===== src/rtl/fetch_stage.sv =====
// fetch_stage: RV32I program counter with execute redirect and IF/ID pipeline register
module fetch_stage #(
    parameter logic [31:0] RESET_PC  = 32'h0000_0000,
    parameter logic [31:0] NOP_INSTR = 32'h0000_0013
) (
    input  logic        clk,
    input  logic        rst,
    input  logic        StallF,
    input  logic        StallD,
    input  logic        FlushD,
    input  logic        PCSrcE,
    input  logic [31:0] PCTargetE,
    input  logic [31:0] InstrF,
    output logic [31:0] PCF,
    output logic [31:0] InstrD,
    output logic [31:0] PCD,
    output logic [31:0] PCPlus4D,
    output logic        ValidD,
    output logic [31:0] FetchCount
);
    logic [31:0] pc_plus4_f;
    logic [31:0] pc_next;
    assign pc_plus4_f = PCF + 32'd4;
    assign pc_next = PCSrcE ? {PCTargetE[31:2], 2'b00} : StallF ? PCF : pc_plus4_f;
    always_ff @(posedge clk) begin
        if (rst) begin
            PCF        <= RESET_PC;
            InstrD     <= NOP_INSTR;
            PCD        <= '0;
            PCPlus4D   <= '0;
            ValidD     <= 1'b0;
            FetchCount <= '0;
        end else begin
            PCF <= pc_next;
            if (FlushD) begin
                InstrD   <= NOP_INSTR;
                PCD      <= '0;
                PCPlus4D <= '0;
                ValidD   <= 1'b0;
            end else if (!StallD) begin
                InstrD     <= InstrF;
                PCD        <= PCF;
                PCPlus4D   <= pc_plus4_f;
                ValidD     <= 1'b1;
                FetchCount <= FetchCount + 32'd1;
            end
        end
    end
endmodule

===== config.mk =====
export PLATFORM = sky130hd
export DESIGN_NAME = fetch_stage
export DESIGN_NICKNAME = d
export VERILOG_FILES = /design/src/rtl/fetch_stage.sv
export SDC_FILE = /design/constraint.sdc
export NUM_CORES = 1
export LEC_CHECK = 0
export CORE_MARGIN = 2
export CORE_UTILIZATION = 38
export CTS_BUF_LIST = sky130_fd_sc_hd__clkbuf_4 sky130_fd_sc_hd__clkbuf_8
export DETAILED_ROUTE_END_ITERATION = 10
export PLACE_DENSITY = 0.71
export SLEW_MARGIN = 25
export SYNTH_ARGS = -nofsm -noshare
export SYNTH_HDL_FRONTEND = slang
export SYNTH_SLANG_ARGS = --single-unit
export TNS_END_PERCENT = 20

===== constraint.sdc =====
create_clock -name clk -period 2.66 [get_ports clk]
set_input_delay 0.532 -clock clk [delete_from_list [all_inputs] [get_ports clk]]
set_output_delay 0.532 -clock clk [all_outputs]
set_load 0.05 [all_outputs]

After elaboration in Yosys (flattened, before gate mapping)
Index checks and enable logic that the tools add are counted.

storage, ports and cells
  register bits after elaboration = 161
  bits of input ports = 70
  output and inout bits = 161
  word-level logic and storage cells = 17

operators by class
  add/sub/neg operators = 2
  equal/unequal tests = 1
  muxes and demuxes = 2
  bitwise logic cells = 2
  reduce and logical (&&, ||, !) cells = 3

operators by type and width
  cell                                                   number
  two-way mux 32 bit                                     2
  adder 32 x 1 -> 32 bit, second input constant          1
  adder 32 x 3 -> 32 bit, second input constant          1
  OR reduction 2 bit                                     2
  inequality test 2 x 1 -> 1 bit, second input constant  1
  inverter 1 bit                                         2
  AND reduction 2 bit                                    1

Logic depth before layout (Yosys ltp)
Gate-level depths: netlist of run 1.

  depth in word-level cells = 3
  depth in mapped cells = 7
  depth with buffers taken out = 5

Worst setup path before layout of run 1
No wires, ideal clock.

  kind = flip-flop to flip-flop
  start point = register FetchCount[2]
  end point = register FetchCount[23]
  library setup time = 0.070 ns
  data arrival time = 2.427 ns
  data required time = 2.590 ns
  path slack = 0.163 ns
  stages on the path, launching flop included = 8
  period minus slack after synthesis = 2.497 ns
  cell sequence = dfxtp_1 -> or3b_1 -> buf_2 -> or4_1 -> clkbuf_2 -> buf_6 -> or4_1 -> a21oi_1

on the way
  word-level cells in the longest chain between the ends = 1

RTL lines
  element                 line  source
  start, declared         19    output logic [31:0] FetchCount
  start signal, assigned  45    FetchCount <= FetchCount + 32'd1;
  adder 32 x 1 -> 32 bit  45

Every way passes these cells.
A chain may end at the register's enable or synchronous reset.

Worst setup path after layout of run 1
  start point = register PCF[22]
  end point = output port PCF[22]

RTL lines
  element                 line  source
  start, declared         14    output logic [31:0] PCF,
  start signal, assigned  34    PCF <= pc_next;

No word-level cell between the ends.

==> run_results.csv, run 1 <==
group,metric,value,unit
synthesis,syn_area_per_cell,8.601,um2
synthesis,synth_cells,829,
clocking,postCtsHoldBufs,0,
global_route,antenna_found_initial,0,
final_layout,diodes,0,
setup_path,worstPathArrival,1970,ps
timing,min_period_over_period,94.19,%
timing,finClkSkew,10.84,ps
run,max_cap_violations,0,
final_layout,areaGrowthSynthToFinish,42.27,%
final_layout,fin_area,0.01014,mm2
clocking,postCtsResizedCells,0,
detailed_routing,post_drt_wl_per_cell,16.86,um
synthesis,ys.flop_type,"dfxtp_1",
power,peakVddDrop,0.0003836,V
timing,finalSetupTns,0,ps
setup_path,cp_slowest_cell,"clkdlybuf4s50_1",
setup_path,path_buf_inv,1,
floorplan,io_pins,231,
global_route,groute.usage.overall,21.97,%
clocking,htreeDepth,4,
final_layout,drive_gt1_share,8.042,%
floorplan,core_area,0.01858,mm2
synthesis,synth_edf_count,0,
final_layout,fin_cells,1291,
status,outcome,"completed",
clocking,clkLatencyLatePin,470,ps
global_route,grt_pass1_vias,6677,
setup_path,critPathLaunchType,"flip-flop",
placement,dpl_cell_area,0.009698,mm2
detailed_routing,postRouteWirelength,21770,um
placement,io_buffers,222,
floorplan,start_util,38.38,%
detailed_routing,drtAntennaViolNets,0,
floorplan,chipHeight,141.0,um
synthesis,ys_seq_elements,155,
floorplan,rows,50,
clocking,cts_setup_buffers,0,
setup_path,path_delay_family,"buffers and inverters",
timing,slew_viol_final,0,
synthesis,synth_area,0.007131,mm2
timing,setup_violations,0,
placement,post-place-cells,1259,
timing,fmax,399.1,MHz
global_route,grt_max_degree,47,
synthesis,async_flop_share,0,%
timing,rsz0062_at_grt,"no",
clocking,numCtsBuffers,17,
clocking,clk_pin_slew_worst_paths,90,ps
timing,slew_headroom,54.04,%
global_route,grt.overflow.total,0,
final_layout,nNetsFinal,1116,
timing,tightest_slew,689.3,ps
setup_path,path_max_fanout,13,
power,p_leak,3.533,nW
detailed_routing,via_count,7050,
detailed_routing,drtPass1Iterations,5,
setup_path,end_kind,"output pin",
placement,gp_congestion,0.8727,
timing,hold_viol,0,
detailed_routing,initialDrtViolationCount,385,
setup_path,crit_chain,"clkdlybuf4s50_1",
setup_path,path_class,"flip-flop to output pin",
setup_path,cp.required,2130,ps
hold_path,holdCritPathClass,"flip-flop to flip-flop",
clocking,cts_root_buf,"clkbuf_8",
clocking,cts_buffer_depth,2,
clocking,cts_tree,"built",
placement,post-dp-hpwl,15290,um
clocking,clkSinkCount,155,
synthesis,ys_seq_area_share,43.52,%
detailed_routing,drc,0,
detailed_routing,viasPerCell,5.461,
synthesis,synth_warnings,0,
floorplan,chipWidth,141.0,um
timing,period_minus_slack,2506,ps
synthesis,ys_types,56,
setup_path,cpPeakStageDelay,890,ps
global_route,grt_pass1_wl,35050,um
setup_path,rrSetupSlack,460,ps
power,power.density,533.2,mW/mm2
floorplan,die-area,0.01988,mm2
-- layout make-up --
type	instances	area, um2
inverter	10	37.54
timing repair buffer	269	2580
fill	1690	8436
sequential	155	3103
tap	234	292.8
clock inverter	13	191.4
multi-input combinational	591	3685
clock buffer	19	255.2
-- worst paths after layout --
path	startpoint	depth (start not counted)	end
worst max register to register	PCF[19]	4	PCF[22]
worst min register to register	PCD[25]	2	PCD[25]
worst min-delay path	PCD[25]	2	PCD[25]
worst max-delay path	PCF[22]	1	PCF[22]
-- where the power goes --
part	internal (mW)	leakage [nW]	total (mW)	switching, mW
Clock	1.07	0.216	2.02	0.950
Sequential	2.40	1.26	2.47	0.0780
Combinational	0.356	2.05	0.920	0.564
Total	3.82	3.53	5.41	1.59
-- layer usage --
metal  up-vias  part of all wire [%]  GRT usage, %
li1       3450                     -             -
met1      3344                    45         28.35
met2       223                    47         35.84
met3        33                   6.3         5.978
met4         0                   1.9         7.053
met5         -                     0             0
-- registers in the layout, summed over array words and instances (netlist names) --
register	count
FetchCount	32
InstrD	32
PCD	30
PCF	30
PCPlus4D	30
ValidD	1
-- cell usage in the layout (no fill, tap or decap), types with 10 or more instances in the layout --
| cell | synthesis | final |
|---|---|---|
| nand4_1 | 18 | 18 |
| o31ai_1 | 24 | 24 |
| a21oi_1 | 46 | 46 |
| a311oi_1 | 17 | 17 |
| and3_1 | 11 | 11 |
| clkbuf_8 | 0 | 18 |
| and4_1 | 10 | 10 |
| or3_1 | 18 | 18 |
| nor4_1 | 16 | 16 |
| or4_1 | 31 | 31 |
| clkdlybuf4s50_1 | 0 | 220 |
| mux2i_1 | 60 | 60 |
| o21ai_0 | 37 | 37 |
| nor3_1 | 14 | 14 |
| a211oi_1 | 11 | 11 |
| xnor2_1 | 22 | 22 |
| buf_4 | 6 | 47 |
| nand3_1 | 26 | 26 |
| nand2_1 | 50 | 50 |
| nor2_1 | 108 | 107 |
| dfxtp_1 | 155 | 155 |
-- synth_stat cells, types with 2 or more instances --
master	n	area (um2)
a2111oi_0	4	35.03
nor2b_1	6	37.54
nand3b_1	2	15.01
buf_4	6	45.04
inv_1	8	30.03
o311ai_0	4	35.03
ha_1	2	25.02
and4_1	10	87.58
clkbuf_1	59	221.5
a31oi_1	9	56.30
o211ai_1	4	30.03
dfxtp_1	155	3103
buf_1	9	33.78
xor2_1	9	78.83
nor2_1	108	405.4
nand4_1	18	112.6
o31a_1	3	26.28
xnor2_1	22	192.7
nand2_1	50	187.7
o31ai_1	24	180.2
nor3_1	14	70.07
or3_1	18	112.6
or4_1	31	232.7
nand3_1	26	130.1
and2_1	4	25.02
a21oi_1	46	230.2
a211oi_1	11	82.58
mux2i_1	60	600.6
nand4b_1	2	17.52
nor4_1	16	100.1
buf_2	2	10.01
o21ai_0	37	185.2
and3_1	11	68.82
a311oi_1	17	148.9
-- stage by stage --
step	util, %	worst slack [ps]	hold slack, ps	total power [mW]
global placement	52.20	-35.30	450.3	3.440
finish	54.60	154.5	464.6	5.410
detailed placement	52.20	-47.31	453.4	3.445
global route	54.60	36.11	490.1	5.626
floorplan	-	162.9	657.1	3.080
CTS	54.60	137.8	465.4	5.451
-- cell families after synthesis --
group | after synthesis | synth area share [%]
xor gates and xnor gates | 31 | 3.808
muxes | 61 | 8.580
AOI/OAI and AO/OA | 168 | 15.20
other | 1 | 0.05259
and+or+nand+nor | 323 | 23.39
DFF | 155 | 43.52
adders and majority gates | 2 | 0.3509
buffers and inverters | 88 | 5.106
No activity file was read; power rests on OpenSTA's default activity.
==> run 2: changes to the inputs <==
- SKIP_CTS_REPAIR_TIMING: not set -> 1
==> results of run 2 <==
Same layout as run 1: the final DEF is identical, and so are final timing and power.
